<file path="src/rtl/display_pkg.sv">
// Shared types and sizing helpers for the multiplexed 7-segment display scanner.
package display_pkg;

   typedef enum logic [1:0] {SC_IDLE, SC_BLANK, SC_SHOW} scan_state_t;

   // Anode level that keeps a common-anode digit dark.
   localparam logic ANODE_OFF_N = 1'b1;

   // Counter width able to hold the larger of the dwell and blank terminal values.
   function automatic int cnt_width(input int dwell_cycles, input int blank_cycles);
      int longest;
      longest = (dwell_cycles > blank_cycles) ? dwell_cycles : blank_cycles;
      return (longest < 1) ? 1 : $clog2(longest + 1);
   endfunction

   // Digit index width; a single-digit display still gets one index bit.
   function automatic int idx_width(input int num_digits);
      return (num_digits < 2) ? 1 : $clog2(num_digits);
   endfunction

endpackage

</file>
<file path="src/rtl/scan_timer.sv">
// Up-counter with synchronous clear, a terminal value and a registered terminal-count flag.
// tc is high in exactly the cycles where the count equals the terminal value.
module scan_timer #(
   parameter int CNT_W = 4
) (
   input  logic             clk,
   input  logic             reset,
   input  logic             clear,
   input  logic             count,
   input  logic [CNT_W-1:0] term,
   output logic             tc
);

   logic [CNT_W-1:0] cnt;

   // Count toward term, saturating there; clear restarts at zero for the next interval.
   always_ff @(posedge clk) begin
      // NOTE: state registers use non-blocking assignments so every flop samples pre-edge values.
      if (!reset) begin
         cnt <= '0;
         tc  <= 1'b0;
      end else if (clear) begin
         cnt <= '0;
         tc  <= (term == '0);
      end else if (count && !tc) begin
         cnt <= cnt + 1'b1;
         tc  <= ((cnt + 1'b1) == term);
      end
   end

endmodule

</file>
<file path="src/rtl/display_scan_mux.sv">
// Time-multiplexed driver for an N-digit common-anode 7-segment display.
// Scans digits with an all-off gap before each, per-digit blanking and a run enable.
module display_scan_mux
   import display_pkg::*;
#(
   parameter  int NUM_DIGITS   = 2,
   parameter  int DWELL_CYCLES = 10000,
   parameter  int BLANK_CYCLES = 100,
   localparam int IDX_W        = idx_width(NUM_DIGITS)
) (
   input  logic                    clk,
   input  logic                    reset,
   input  logic                    en,
   input  logic [4*NUM_DIGITS-1:0] digits,
   input  logic [NUM_DIGITS-1:0]   blank_mask,
   output logic [NUM_DIGITS-1:0]   anode_n,
   output logic [3:0]              digit_val,
   output logic [IDX_W-1:0]        digit_idx,
   output logic                    frame_done
);

   localparam int               CNT_W      = cnt_width(DWELL_CYCLES, BLANK_CYCLES);
   localparam logic [CNT_W-1:0] DWELL_TERM = CNT_W'(DWELL_CYCLES - 1);
   localparam logic [CNT_W-1:0] BLANK_TERM = (BLANK_CYCLES == 0) ? '0 : CNT_W'(BLANK_CYCLES - 1);
   // With no gap configured, digits follow each other directly.
   localparam scan_state_t      GAP_STATE  = (BLANK_CYCLES == 0) ? SC_SHOW : SC_BLANK;
   localparam logic [IDX_W-1:0] LAST_IDX   = IDX_W'(NUM_DIGITS - 1);

   scan_state_t             state_q, state_d;
   logic [IDX_W-1:0]        idx_d;
   logic                    timer_clear, timer_count, tc;
   logic [CNT_W-1:0]        timer_term;
   logic                    frame_d;
   logic                    snap;
   logic [NUM_DIGITS-1:0]   anode_d;
   logic [NUM_DIGITS-1:0]   slot_onehot;
   logic [4*NUM_DIGITS-1:0] digits_shifted;

   scan_timer #(.CNT_W(CNT_W)) u_timer (
      .clk   (clk),
      .reset (reset),
      .clear (timer_clear),
      .count (timer_count),
      .term  (timer_term),
      .tc    (tc)
   );

   // Next-state, next-index and timer control for the scan sequence.
   always_comb begin
      // NOTE: every output gets a default first so no path leaves a variable unassigned (no latches).
      state_d     = state_q;
      idx_d       = digit_idx;
      timer_clear = 1'b0;
      timer_count = 1'b0;
      frame_d     = 1'b0;
      if (!en) begin
         state_d     = SC_IDLE;
         idx_d       = '0;
         timer_clear = 1'b1;
      end else begin
         unique case (state_q)
            SC_IDLE: begin
               state_d     = GAP_STATE;
               idx_d       = '0;
               timer_clear = 1'b1;
            end
            SC_BLANK: begin
               if (tc) begin
                  state_d     = SC_SHOW;
                  timer_clear = 1'b1;
               end else begin
                  timer_count = 1'b1;
               end
            end
            SC_SHOW: begin
               if (tc) begin
                  idx_d       = (digit_idx == LAST_IDX) ? '0 : digit_idx + 1'b1;
                  frame_d     = (digit_idx == LAST_IDX);
                  state_d     = GAP_STATE;
                  timer_clear = 1'b1;
               end else begin
                  timer_count = 1'b1;
               end
            end
            default: begin
               state_d     = SC_IDLE;
               idx_d       = '0;
               timer_clear = 1'b1;
            end
         endcase
      end
   end

   // Terminal value tracks the interval being entered; snapshot on every entry into SHOW.
   always_comb begin
      timer_term     = (state_d == SC_SHOW) ? DWELL_TERM : BLANK_TERM;
      snap           = timer_clear && (state_d == SC_SHOW);
      slot_onehot    = NUM_DIGITS'(1) << idx_d;
      digits_shifted = digits >> {idx_d, 2'b00};
      anode_d        = {NUM_DIGITS{ANODE_OFF_N}};
      if ((state_d == SC_SHOW) && ((blank_mask & slot_onehot) == '0)) begin
         anode_d = ~slot_onehot;
      end
   end

   // State, index and registered outputs; digit_val only reloads when a slot starts.
   always_ff @(posedge clk) begin
      if (!reset) begin
         state_q    <= SC_IDLE;
         digit_idx  <= '0;
         anode_n    <= {NUM_DIGITS{ANODE_OFF_N}};
         digit_val  <= '0;
         frame_done <= 1'b0;
      end else begin
         state_q    <= state_d;
         digit_idx  <= idx_d;
         anode_n    <= anode_d;
         frame_done <= frame_d;
         if (snap) begin
            digit_val <= digits_shifted[3:0];
         end
      end
   end

endmodule

</file>
<file path="config.mk">
export PLATFORM = sky130hd
export DESIGN_NAME = display_scan_mux
export DESIGN_NICKNAME = d
export VERILOG_FILES = /design/src/rtl/display_pkg.sv /design/src/rtl/scan_timer.sv /design/src/rtl/display_scan_mux.sv
export SDC_FILE = /design/constraint.sdc
export NUM_CORES = 1
export LEC_CHECK = 0
export BUFFER_PORTS_ARGS = -buffer_cell sky130_fd_sc_hd__buf_2
export CELL_PAD_IN_SITES_DETAIL_PLACEMENT = 0
export CELL_PAD_IN_SITES_GLOBAL_PLACEMENT = 1
export CORE_UTILIZATION = 30
export CTS_CLUSTER_DIAMETER = 30
export CTS_CLUSTER_SIZE = 28
export DETAILED_ROUTE_END_ITERATION = 6
export GPL_TIMING_DRIVEN = 0
export HOLD_SLACK_MARGIN = 0.02
export PLACE_DENSITY_LB_ADDON = 0.1
export RECOVER_POWER = 100
export SLEW_MARGIN = 20
export SYNTH_ARGS = -nofsm -noshare
export SYNTH_HDL_FRONTEND = slang
export SYNTH_SLANG_ARGS = --single-unit
</file>
<file path="constraint.sdc">
create_clock -name clk -period 5.45 [get_ports clk]
set_input_delay 0 -clock clk [delete_from_list [all_inputs] [get_ports clk]]
set_output_delay 0 -clock clk [all_outputs]
set_load 0.01 [all_outputs]
</file>
==> metrics.md, run 1 <==
| Metric | Value |
|---|---|
| Status | complete, no violations |
| RSZ-0062 raised after global routing | false |
| Power Total | 0.307 mW |
| CTS H-Tree Depth | 1 |
| Hold Crit Endpoint | digit_val[3] |
| Setup ws final | 3.17 ns |
| Maximum root-to-sink buffer count | 2 |
| Synth Register Bits | 25 |
| Initial Util | 0.315 |
| Worst EP required | approximately 5.6 ns |
| Final period util | 0.418 |
| Die area | 4160 sq um |
| CP Launch Point | u_timer.cnt[0] |
| Placed cells | about 200 |
| CTS tree | yes |
| PD cells | 219 nW/um^2 |
| Synth cell types | 32 |
| Slew @ Worst Pin | 0.684 ns |
| Endpoints failing setup | 0 |
| Register-to-Register Path Depth | 6 |
| Hold Path Class | in2reg |
| EDFF count, synth | 0 |
| Clk_lat worst skew | 0.27 ns |
| Cts bufs inserted | 3 |
| Slowest-stage cell, CP | or4_4 |
| Hold wc startpoint | digits[7] |
| Area grow syn2layout | 19.5% |
| Routability-driven placement congestion ratio | ~0.71 |
| Final hold violation count | 0 |
| Placed cell areas | roughly 1300 sq um |
| CTS Sinks | 25 |
| Core ar. | ~3700 sq um |
| DIE WIDTH | 64.5 um |
| First-pass GRT wire length | 4200 um |
| Share of the synthesized area in the top cell type | 0.427 |
| Max Freq | 439 MHz |
| IO Count | 21 |
| WL per Instance | 12.1 um |
| Post-Layout Inst Area | 1400 sq um |
| Syn Inst Count | 131 |
| Leakage | 0.478 nW |
| Initial antenna violation count | 0 |
| Critical path cell sequence | ha_1 > nand4_1 > nor3_1 > xnor2_1 > or4_4 > a221oi_1 |
| Final min period | 2.28 ns |
| Antenna diodes | 0 |
| Post-DP HPWL | 1800 um |
| Root Buffer | clkbuf_8 |
| # fillers | 374 |
| Vias in the first global route | 937 |
| DRT iter0 DRCs | 50 |
| Crit path kind | reg2reg |
| GR Overflow Total | 0 |
| Flop2flop setup slack | 3.17 ns |
| Seq/Total Area, Yosys | 0.427 |
| Total Wirelength | roughly 2500 um |
| CP peak stage delay | 0.54 ns |
| GRT Total Usage | 0.135 |
| Hold Path Stages | 3 |
| Post-route ant nets | 0 |
| CP Max Fanout | 5 |
| Setup bufs post-CTS | 0 |
| Die Height | 64.5 um |
| Fin cells | 207 |
| # DRC | 0 |
| MaxCap Viol Count | 0 |
| Nets | 178 |
| Synthesized area | 1170 sq um |
| Most used DFF post-synth | dfxtp_1 |
| Max-slew headroom | 0.544 |
| Synth warn | 0 |
| Asr flop ratio synth | 0 |
| Worst Setup Start Kind | flip-flop |
| Reg-to-Reg End | u_timer.tc |
| Core Rows | 22 |
| Syn Area/Cell | 8.95 sq um |
| Pre-CTS WS | approximately 3.3 ns |
| Cts repair resizes | 0 |
| Max-slew violation count | 0 |
| RR Startpoint | u_timer.cnt[0] |
| Via count | 965 |
| Iteration count of the initial detailed-routing pass | 4 |
| Synth area leader | dfxtp_1 |
| Vias per cell | 4.66 |
| Syn Nets | 149 |
| Clock-pin transition on the worst setup and hold timing paths | around 0.09 ns |
| Max IR drop VDD | ~0.000071 V |
| CP arrival | 2.44 ns |
| Setup_tns | 0 ns |
| Skew final | 0.00676 ns |
| Multi-input logic area | 622 sq um |
| Setup crit end kind | flip-flop |
| Largest net degree at the start of global routing | 15 |
| Register area | 500 sq um |
| Synth area leaders | dfxtp_1, nor2_1, xnor2_1, ha_1, mux2i_1 |
| Layout cell share with drive strength beyond 1 | 0.119 |
| PortBufs | 19 |
## per-layer routing
layer | GRT usage | vias to the layer above | wire length, um | part of all wire
met1 | 0.158 | 440 | 1160 | 0.46
met2 | 0.236 | 17 | 1230 | 0.49
met5 | 0 | - | 0 | 0
met4 | 0.0667 | 0 | 22 | 0.0088
li1 | - | 506 | - | -
met3 | 0.0211 | 2 | 90 | 0.036
## kinds of logic after synthesis
logic type               after synthesis  synth area share
AND/OR/NAND/NOR                       60             0.282
buffers and inverters                 10            0.0320
XOR/XNOR                              11            0.0822
adder cells (fa/ha/maj)                5            0.0534
AO/OA/AOI/OAI                         15            0.0800
multiplexers                           5            0.0438
flip-flops                            25             0.427
## critical path: cells and delay by family, from the launching register on
| kind | cells | cell delay [ns] |
|---|---|---|
| flip-flops | 1 | 0.40 |
| adder cells (fa/ha/maj) | 1 | 0.24 |
| AO/OA/AOI/OAI | 1 | 0.29 |
| AND/OR/NAND/NOR | 3 | 1.10 |
| XOR/XNOR | 1 | 0.14 |
## registers in the layout (all words and copies together) (netlist names)
register,flops
u_timer.cnt,14
digit_val,4
anode_n,2
state_q,2
digit_idx,1
frame_done,1
u_timer.tc,1
## final cells by class
cell class,count,area share
buffer,3,0.00804
clock buffer,3,0.0295
clock inverter,1,0.00357
inverter,7,0.0188
multi-input combinational,96,0.444
sequential,25,0.357
tap,48,0.0429
timing repair buffer,24,0.0964
## power breakdown
| part | switching (mW) | leakage (nW) | internal [mW] | total [mW] |
|---|---|---|---|---|
| clock network | 0.0589 | 0.0255 | 0.0511 | 0.110 |
| registers | 0.000717 | 0.202 | 0.183 | 0.184 |
| logic | 0.00568 | 0.251 | 0.00700 | 0.0127 |
| total | 0.0653 | 0.478 | 0.241 | 0.307 |
## cell usage after synthesis (2+ instances only)
cell / n
xnor2_1: 9
o21ai_0: 7
xor2_1: 2
mux2i_1: 4
nor2b_1: 2
a21oi_1: 5
nand3_1: 4
nand2_1: 8
inv_1: 7
clkbuf_1: 3
nand4_1: 4
ha_1: 5
dfxtp_1: 25
nor3_1: 5
nor4_1: 2
nor2_1: 23
## worst max path at each step
stage                     slack (ns)    endpoint
after CTS                       3.29  u_timer.tc
after detailed placement        3.34  u_timer.tc
after floorplan                 3.58  u_timer.tc
final                           3.17  u_timer.tc
after global placement          3.38  u_timer.tc
after global routing            2.98  u_timer.tc
## cell usage in the layout (no fill, tap or decap), types with 2 or more instances in the layout
master and instances:
ha_1 5, nand4_1 5, clkbuf_1 11, nor3_1 5
o21ai_0 7, clkbuf_8 3, nand2_1 8, xor2_1 2
dlygate4sd3_1 5, nor2_1 23, dfxtp_1 25, a21oi_1 5
nand3_1 4, buf_2 11, nor2b_1 2, mux2i_1 4
nor4_1 2, xnor2_1 9, inv_1 7
## per-stage QoR
stage,util,hold WS (ns)
CTS,0.380,0.0205
global placement,0.357,0.193
floorplan,-,0.100
global route,0.377,0.0233
detailed placement,0.357,0.201
finish,0.377,0.0215
## repair_timing
action	CTS	global route
endpoints found under the hold margin	5	1
hold buffers	4	1
setup endpoints to repair	0	0
Power figures use the tool's default switching activity.
==> run 2: changes to the inputs <==
- clock period: 5.45 -> 2.2 ns (I/O delays scaled with it)
==> run 2 against run 1 <==
Against the previous run:
- count of clock-buffer cells in the layout unchanged
- maximum frequency up 11%
- final cell count unchanged
- clock skew down 0.00065 ns
- design area up 2.3%
- critical path depth unchanged
- worst hold slack about the same
- setup slack worse by 3.0 ns
- critical endpoint unchanged
- highest routed layer unchanged
==> metrics.md, run 2 (synthesized netlist as in run 1, its figures left out) <==
| Metric | Value |
|---|---|
| Final hold violation count | 0 (unchanged) |
| Setup crit end kind | flip-flop |
| RR Startpoint | u_timer.cnt[0] |
| Layout cell share with drive strength beyond 1 | 0.157 (+0.0377) |
| Multi-input logic area | 653 sq um (+5.0%) |
| Routability-driven placement congestion ratio | 0.705 (unchanged) |
| RSZ-0062 raised after global routing | false |
| Leakage | 0.496 nW (+3.8%) |
| CTS tree | yes |
| Hold Path Class | in2reg |
| Die Height | 64.5 um (unchanged) |
| # fillers | 372 (-0.53%) |
| GRT Total Usage | 0.135 (unchanged) |
| Slowest-stage cell, CP | or4_4 |
| GR Overflow Total | 0 (unchanged) |
| CP arrival | 2.23 ns (-0.21 ns) |
| Antenna diodes | 0 (unchanged) |
| Max IR drop VDD | 0.000175 V (+150%) |
| Most flop-heavy register | u_timer.cnt |
| Clk_lat worst skew | 0.27 ns (about the same) |
| Post-route ant nets | 0 (unchanged) |
| Max-slew headroom | 0.690 (+0.146) |
| Commonest non-fill, non-tap cell in the layout | dfxtp_1 |
| Core Rows | 22 (unchanged) |
| DIE WIDTH | 64.5 um (unchanged) |
| Reg-to-Reg End | u_timer.tc |
| Largest net degree at the start of global routing | 15 (unchanged) |
| Register area | 500 sq um (unchanged) |
| Hold wc startpoint | digits[7] |
| Placed cells | 198 (unchanged) |
| Initial Util | 0.315 (unchanged) |
| Post-DP HPWL | 1800 um (unchanged) |
| Die area | 4160 sq um (unchanged) |
| PD cells | 530 nW/um^2 (+140%) |
| Max Freq | 487 MHz (+11%) |
| Iteration count of the initial detailed-routing pass | 4 (unchanged) |
| Hold Crit Endpoint | digit_val[3] |
| Slew @ Worst Pin | 0.465 ns (-0.220 ns) |
| Status | complete, no violations |
| CP Max Fanout | 5 (unchanged) |
| DRT iter0 DRCs | 47 (-6.0%) |
| Worst EP required | 2.38 ns (-3.24 ns) |
| Skew final | 0.00611 ns (-0.000652 ns) |
| Crit path kind | reg2reg |
| Crit-path leading delay family | simple AND/OR/NAND/NOR gates |
| MaxCap Viol Count | 0 (unchanged) |
| Root Buffer | clkbuf_8 |
| Most frequent cells in the layout | dfxtp_1, nor2_1, buf_2 |
| Hold Path Stages | 3 (unchanged) |
| Maximum root-to-sink buffer count | 2 (unchanged) |
| CTS Sinks | 25 (unchanged) |
| Via count | 966 (+0.10%) |
| Setup_tns | 0 ns (unchanged) |
| Total Wirelength | 2510 um (unchanged) |
| First-pass GRT wire length | 4200 um (unchanged) |
| CP peak stage delay | 0.54 ns (about the same) |
| Nets | 178 (unchanged) |
| Register-to-Register Path Depth | 6 (unchanged) |
| Largest registers | u_timer.cnt (14), digit_val (4) |
| Core ar. | 3720 sq um (unchanged) |
| Levels on crit path | 6 (unchanged) |
| Setup bufs post-CTS | 0 (unchanged) |
| WL per Instance | 12.1 um (unchanged) |
| IO Count | 21 (unchanged) |
| Area grow syn2layout | 22.3% |
| Vias in the first global route | 937 (unchanged) |
| Cts bufs inserted | 3 (unchanged) |
| Critical path cell sequence | ha_1 > nand4_4 > nor3_2 > xnor2_1 > or4_4 > a221oi_2 |
| Fin cells | 207 (unchanged) |
| Initial antenna violation count | 0 (unchanged) |
| Final min period | 2.05 ns (-0.223 ns) |
| PortBufs | 19 (unchanged) |
| Clock-pin transition on the worst setup and hold timing paths | 0.09 ns (about the same) |
| Crit path buffers/inverters | 0 (unchanged) |
| Final period util | 0.933 (+0.516) |
| Largest register FFs | 14 (unchanged) |
| Worst Setup Start Kind | flip-flop |
| Flop2flop setup slack | 0.15 ns (-3.03 ns) |
| # DRC | 0 (unchanged) |
| CTS H-Tree Depth | 1 (unchanged) |
| Endpoints failing setup | 0 (unchanged) |
| Vias per cell | 4.67 (+0.10%) |
| Max-slew violation count | 0 (unchanged) |
## run 2: repair_timing
| item | 4_1_cts | 5_1_grt |
|---|---|---|
| hold buffers | 4 | 1 |
| setup endpoints to repair | 0 | 4 |
| gates resized for setup | 0 | 6 |
| endpoints found under the hold margin | 5 | 1 |
## run 2: cell type report
cell class / count / area share
plain buffers: 3 / 0.00873
clock buffers: 3 / 0.0288
clock inverters: 1 / 0.00349
inverters: 7 / 0.0183
multi-input cells: 96 / 0.455
flip-flops and latches: 25 / 0.349
well taps: 48 / 0.0419
repair buffers: 24 / 0.0942
## run 2: worst max path at each step
| stage | to | slack [ns] | from |
|---|---|---|---|
| global placement | u_timer.tc | 0.13 | u_timer.cnt[0] |
| detailed placement | u_timer.tc | 0.09 | u_timer.cnt[0] |
| global route | u_timer.tc | 0.006 | u_timer.cnt[0] |
| floorplan | u_timer.tc | 0.33 | u_timer.cnt[0] |
| finish | u_timer.tc | 0.15 | u_timer.cnt[0] |
| CTS | u_timer.tc | 0.04 | u_timer.cnt[0] |
## run 2: stage by stage
step / total power, mW / cell area [sq um] / hold WS [ns] / setup WS (ns) / utilization
3_3_place_gp: 0.490 / 1330 / 0.193 / 0.128 / 0.357
6_report: 0.760 / 1430 / 0.0215 / 0.147 / 0.386
2_1_floorplan: 0.476 / 1170 / 0.100 / 0.329 / -
4_1_cts: 0.772 / 1410 / 0.0205 / 0.0374 / 0.380
3_5_place_dp: 0.491 / 1330 / 0.201 / 0.0902 / 0.357
5_1_grt: 0.798 / 1430 / 0.0221 / 0.00632 / 0.386
## run 2: report_power, final
| group | internal, mW | switching (mW) | total (mW) |
|---|---|---|---|
| Clock | 0.127 | 0.147 | 0.273 |
| Sequential | 0.454 | 0.00180 | 0.455 |
| Combinational | 0.0174 | 0.0142 | 0.0315 |
| Total | 0.598 | 0.163 | 0.760 |
## run 2: layer usage
layer	share of wire	vias to the layer above	track usage
met3	0.032	2	0.0211
met2	0.49	15	0.236
met5	0	-	0
met4	0.0088	0	0.0667
met1	0.46	445	0.158
li1	-	504	-
## run 2: worst reg2reg max path, cell delays in order (launching register included)
cell and delay, ns:
dfxtp_1 0.40, ha_1 0.28, nand4_4 0.17, nor3_2 0.18, xnor2_1 0.13, or4_4 0.54, a221oi_2 0.26
==> run 3: changes to the inputs <==
- BUFFER_PORTS_ARGS: -buffer_cell sky130_fd_sc_hd__buf_2 -> -buffer_cell sky130_fd_sc_hd__buf_4
- clock period: 2.2 -> 2.3 ns (I/O delays scaled with it)
==> run 3 against run 2 <==
Against the previous run:
- sequential share of layout area decreased by 0.42 points
- utilization increased by 0.47 points
- register-to-register slack improved by 0.09 ns
- sequential power decreased by 4%
- non-clock buffer count increased by 1
- clock skew increased by 0.0037 ns
- final cell count increased by 0.48%
- total power decreased by 3.8%
- global-route usage increased by 0.35 points
- via count increased by 1.4%
- critical path depth unchanged
- highest routed layer unchanged
==> metrics.md, run 3 (synthesized netlist as in run 1, its figures left out) <==
| Metric | Value |
|---|---|
| Die area | 4160 sq um (unchanged) |
| Vias per cell | 4.71 (+0.96%) |
| Max-slew violation count | 0 (unchanged) |
| Setup crit end kind | flip-flop |
| Worst Setup Start Kind | flip-flop |
| Met2 Use GR | 0.250 (+0.0145) |
| Worst EP required | 2.49 ns (+0.11 ns) |
| RSZ-0062 raised after global routing | false |
| Iteration count of the initial detailed-routing pass | 4 (unchanged) |
| Multi-input logic area | 634 sq um (-2.9%) |
| Endpoints failing setup | 0 (unchanged) |
| Post-DP HPWL | 1900 um (+5.6%) |
| Max-slew headroom | 0.511 (-0.179) |
| # DRC | 0 (unchanged) |
| MaxCap Viol Count | 0 (unchanged) |
| Placed cells | 198 (unchanged) |
| Pre-CTS WS | 0.234 ns (+0.143 ns) |
| Vias in the first global route | 971 (+3.6%) |
| IO Count | 21 (unchanged) |
| Crit path kind | reg2reg |
| Hold Path Class | in2reg |
| DRT iter0 DRCs | 44 (-6.4%) |
| Setup bufs post-CTS | 0 (unchanged) |
| GR Overflow Total | 0 (unchanged) |
| Die Height | 64.5 um (unchanged) |
| Global routing usage on met1 | 0.156 (-0.00191) |
| Max Freq | 486 MHz (-0.26%) |
| Clock-pin transition on the worst setup and hold timing paths | 0.09 ns (about the same) |
| CP arrival | 2.25 ns (+0.02 ns) |
| Layout cell share with drive strength beyond 1 | 0.131 (-0.0260) |
| Via count | 980 (+1.4%) |
| Maximum root-to-sink buffer count | 2 (unchanged) |
| Routability-driven placement congestion ratio | 0.740 (+4.9%) |
| Hold Path Stages | 3 (unchanged) |
| Leakage | 0.502 nW (+1.1%) |
| Final period util | 0.895 (-0.0383) |
| CTS Sinks | 25 (unchanged) |
| DIE WIDTH | 64.5 um (unchanged) |
| CTS tree | yes |
| Fin Hold WS | 0.0222 ns (+0.000771 ns) |
| Cts bufs inserted | 3 (unchanged) |
| PortBufs | 19 (unchanged) |
| Initial Util | 0.315 (unchanged) |
| Largest registers | u_timer.cnt (14), digit_val (4) |
| Critical path cell sequence | ha_1 > nand4_2 > nor3_1 > xnor2_1 > or4_4 > a221oi_2 |
| Commonest non-fill, non-tap cell in the layout | dfxtp_1 |
| Post-route ant nets | 0 (unchanged) |
| Largest net degree at the start of global routing | 15 (unchanged) |
| Core ar. | 3720 sq um (unchanged) |
| Slew @ Worst Pin | 0.734 ns (+0.269 ns) |
| Register area | 500 sq um (unchanged) |
| Status | complete, no violations |
| Skew final | 0.00980 ns (+0.00369 ns) |
| Final hold violation count | 0 (unchanged) |
| Most frequent cells in the layout | dfxtp_1, nor2_1, clkbuf_1, buf_4, xnor2_1 |
| Cts repair resizes | 0 (unchanged) |
| Final min period | 2.06 ns (+0.00531 ns) |
| Root Buffer | clkbuf_8 |
| Register-to-Register Path Depth | 6 (unchanged) |
| Hold_buf cts | 5 (+1) |
| CP peak stage delay | 0.54 ns (about the same) |
| Core Rows | 22 (unchanged) |
| Setup_tns | 0 ns (unchanged) |
| First-pass GRT wire length | 4350 um (+3.5%) |
| Max IR drop VDD | 0.000296 V (+70%) |
| Most flop-heavy register | u_timer.cnt |
| Clk_lat worst skew | 0.27 ns (about the same) |
| Antenna diodes | 0 (unchanged) |
| Fin cells | 208 (+0.48%) |
| Grt peak-use layer | met2 |
| CTS H-Tree Depth | 1 (unchanged) |
| PD cells | 504 nW/um^2 (-4.9%) |
| Largest register FFs | 14 (unchanged) |
| Met3 usage | 0.0370 (+0.0158) |
| CP Max Fanout | 5 (unchanged) |
| Total Wirelength | 2550 um (+1.8%) |
| Power Total | 0.731 mW (-3.8%) |
| Nets | 179 (+0.56%) |
| # fillers | 391 (+5.1%) |
| GRT Total Usage | 0.138 (+0.00346) |
| Initial antenna violation count | 0 (unchanged) |
| Area grow syn2layout | 23.8% |
| Slowest-stage cell, CP | or4_4 |
| WL per Instance | 12.3 um (+1.3%) |
| Setup ws final | 0.241 ns (+0.0947 ns) |
[run 3: final timing paths]
check / startpoint / to / slack [ns]
max: u_timer.cnt[0] / u_timer.tc / 0.24
max reg2reg: u_timer.cnt[0] / u_timer.tc / 0.24
min: digits[5] / digit_val[1] / 0.02
min reg2reg: digit_idx / frame_done / 0.50
[run 3: through the flow]
step           area [sq um]  utilization
2_1_floorplan          1170            -
3_3_place_gp           1380        0.370
3_5_place_dp           1380        0.370
4_1_cts                1470        0.396
5_1_grt                1450        0.391
6_report               1450        0.391
[run 3: worst max-delay path, delay by kind of cell, from the launching register on]
| kind | cells | cell delay (ns) |
|---|---|---|
| AOI/OAI and AO/OA | 1 | 0.24 |
| DFF | 1 | 0.40 |
| adders and majority gates | 1 | 0.24 |
| and+or+nand+nor | 3 | 0.96 |
| xor gates and xnor gates | 1 | 0.13 |
[run 3: where the power goes]
part           total, mW  internal (mW)  switching (mW)
logic             0.0368         0.0229          0.0140
clock network      0.259          0.121           0.138
registers          0.436          0.434         0.00168
[run 3: routing by layer]
metal,part of all wire,vias to the layer above
met5,0,-
met1,0.47,449
met2,0.49,17
met4,0.0086,0
met3,0.036,2
li1,-,512
[run 3: final cells by class]
class	instances	share of cell area
tap	48	0.0414
inverter	7	0.0181
multi-input combinational	96	0.437
clock inverter	1	0.00345
buffer	3	0.00776
sequential	25	0.345
clock buffer	3	0.0284
timing repair buffer	25	0.119
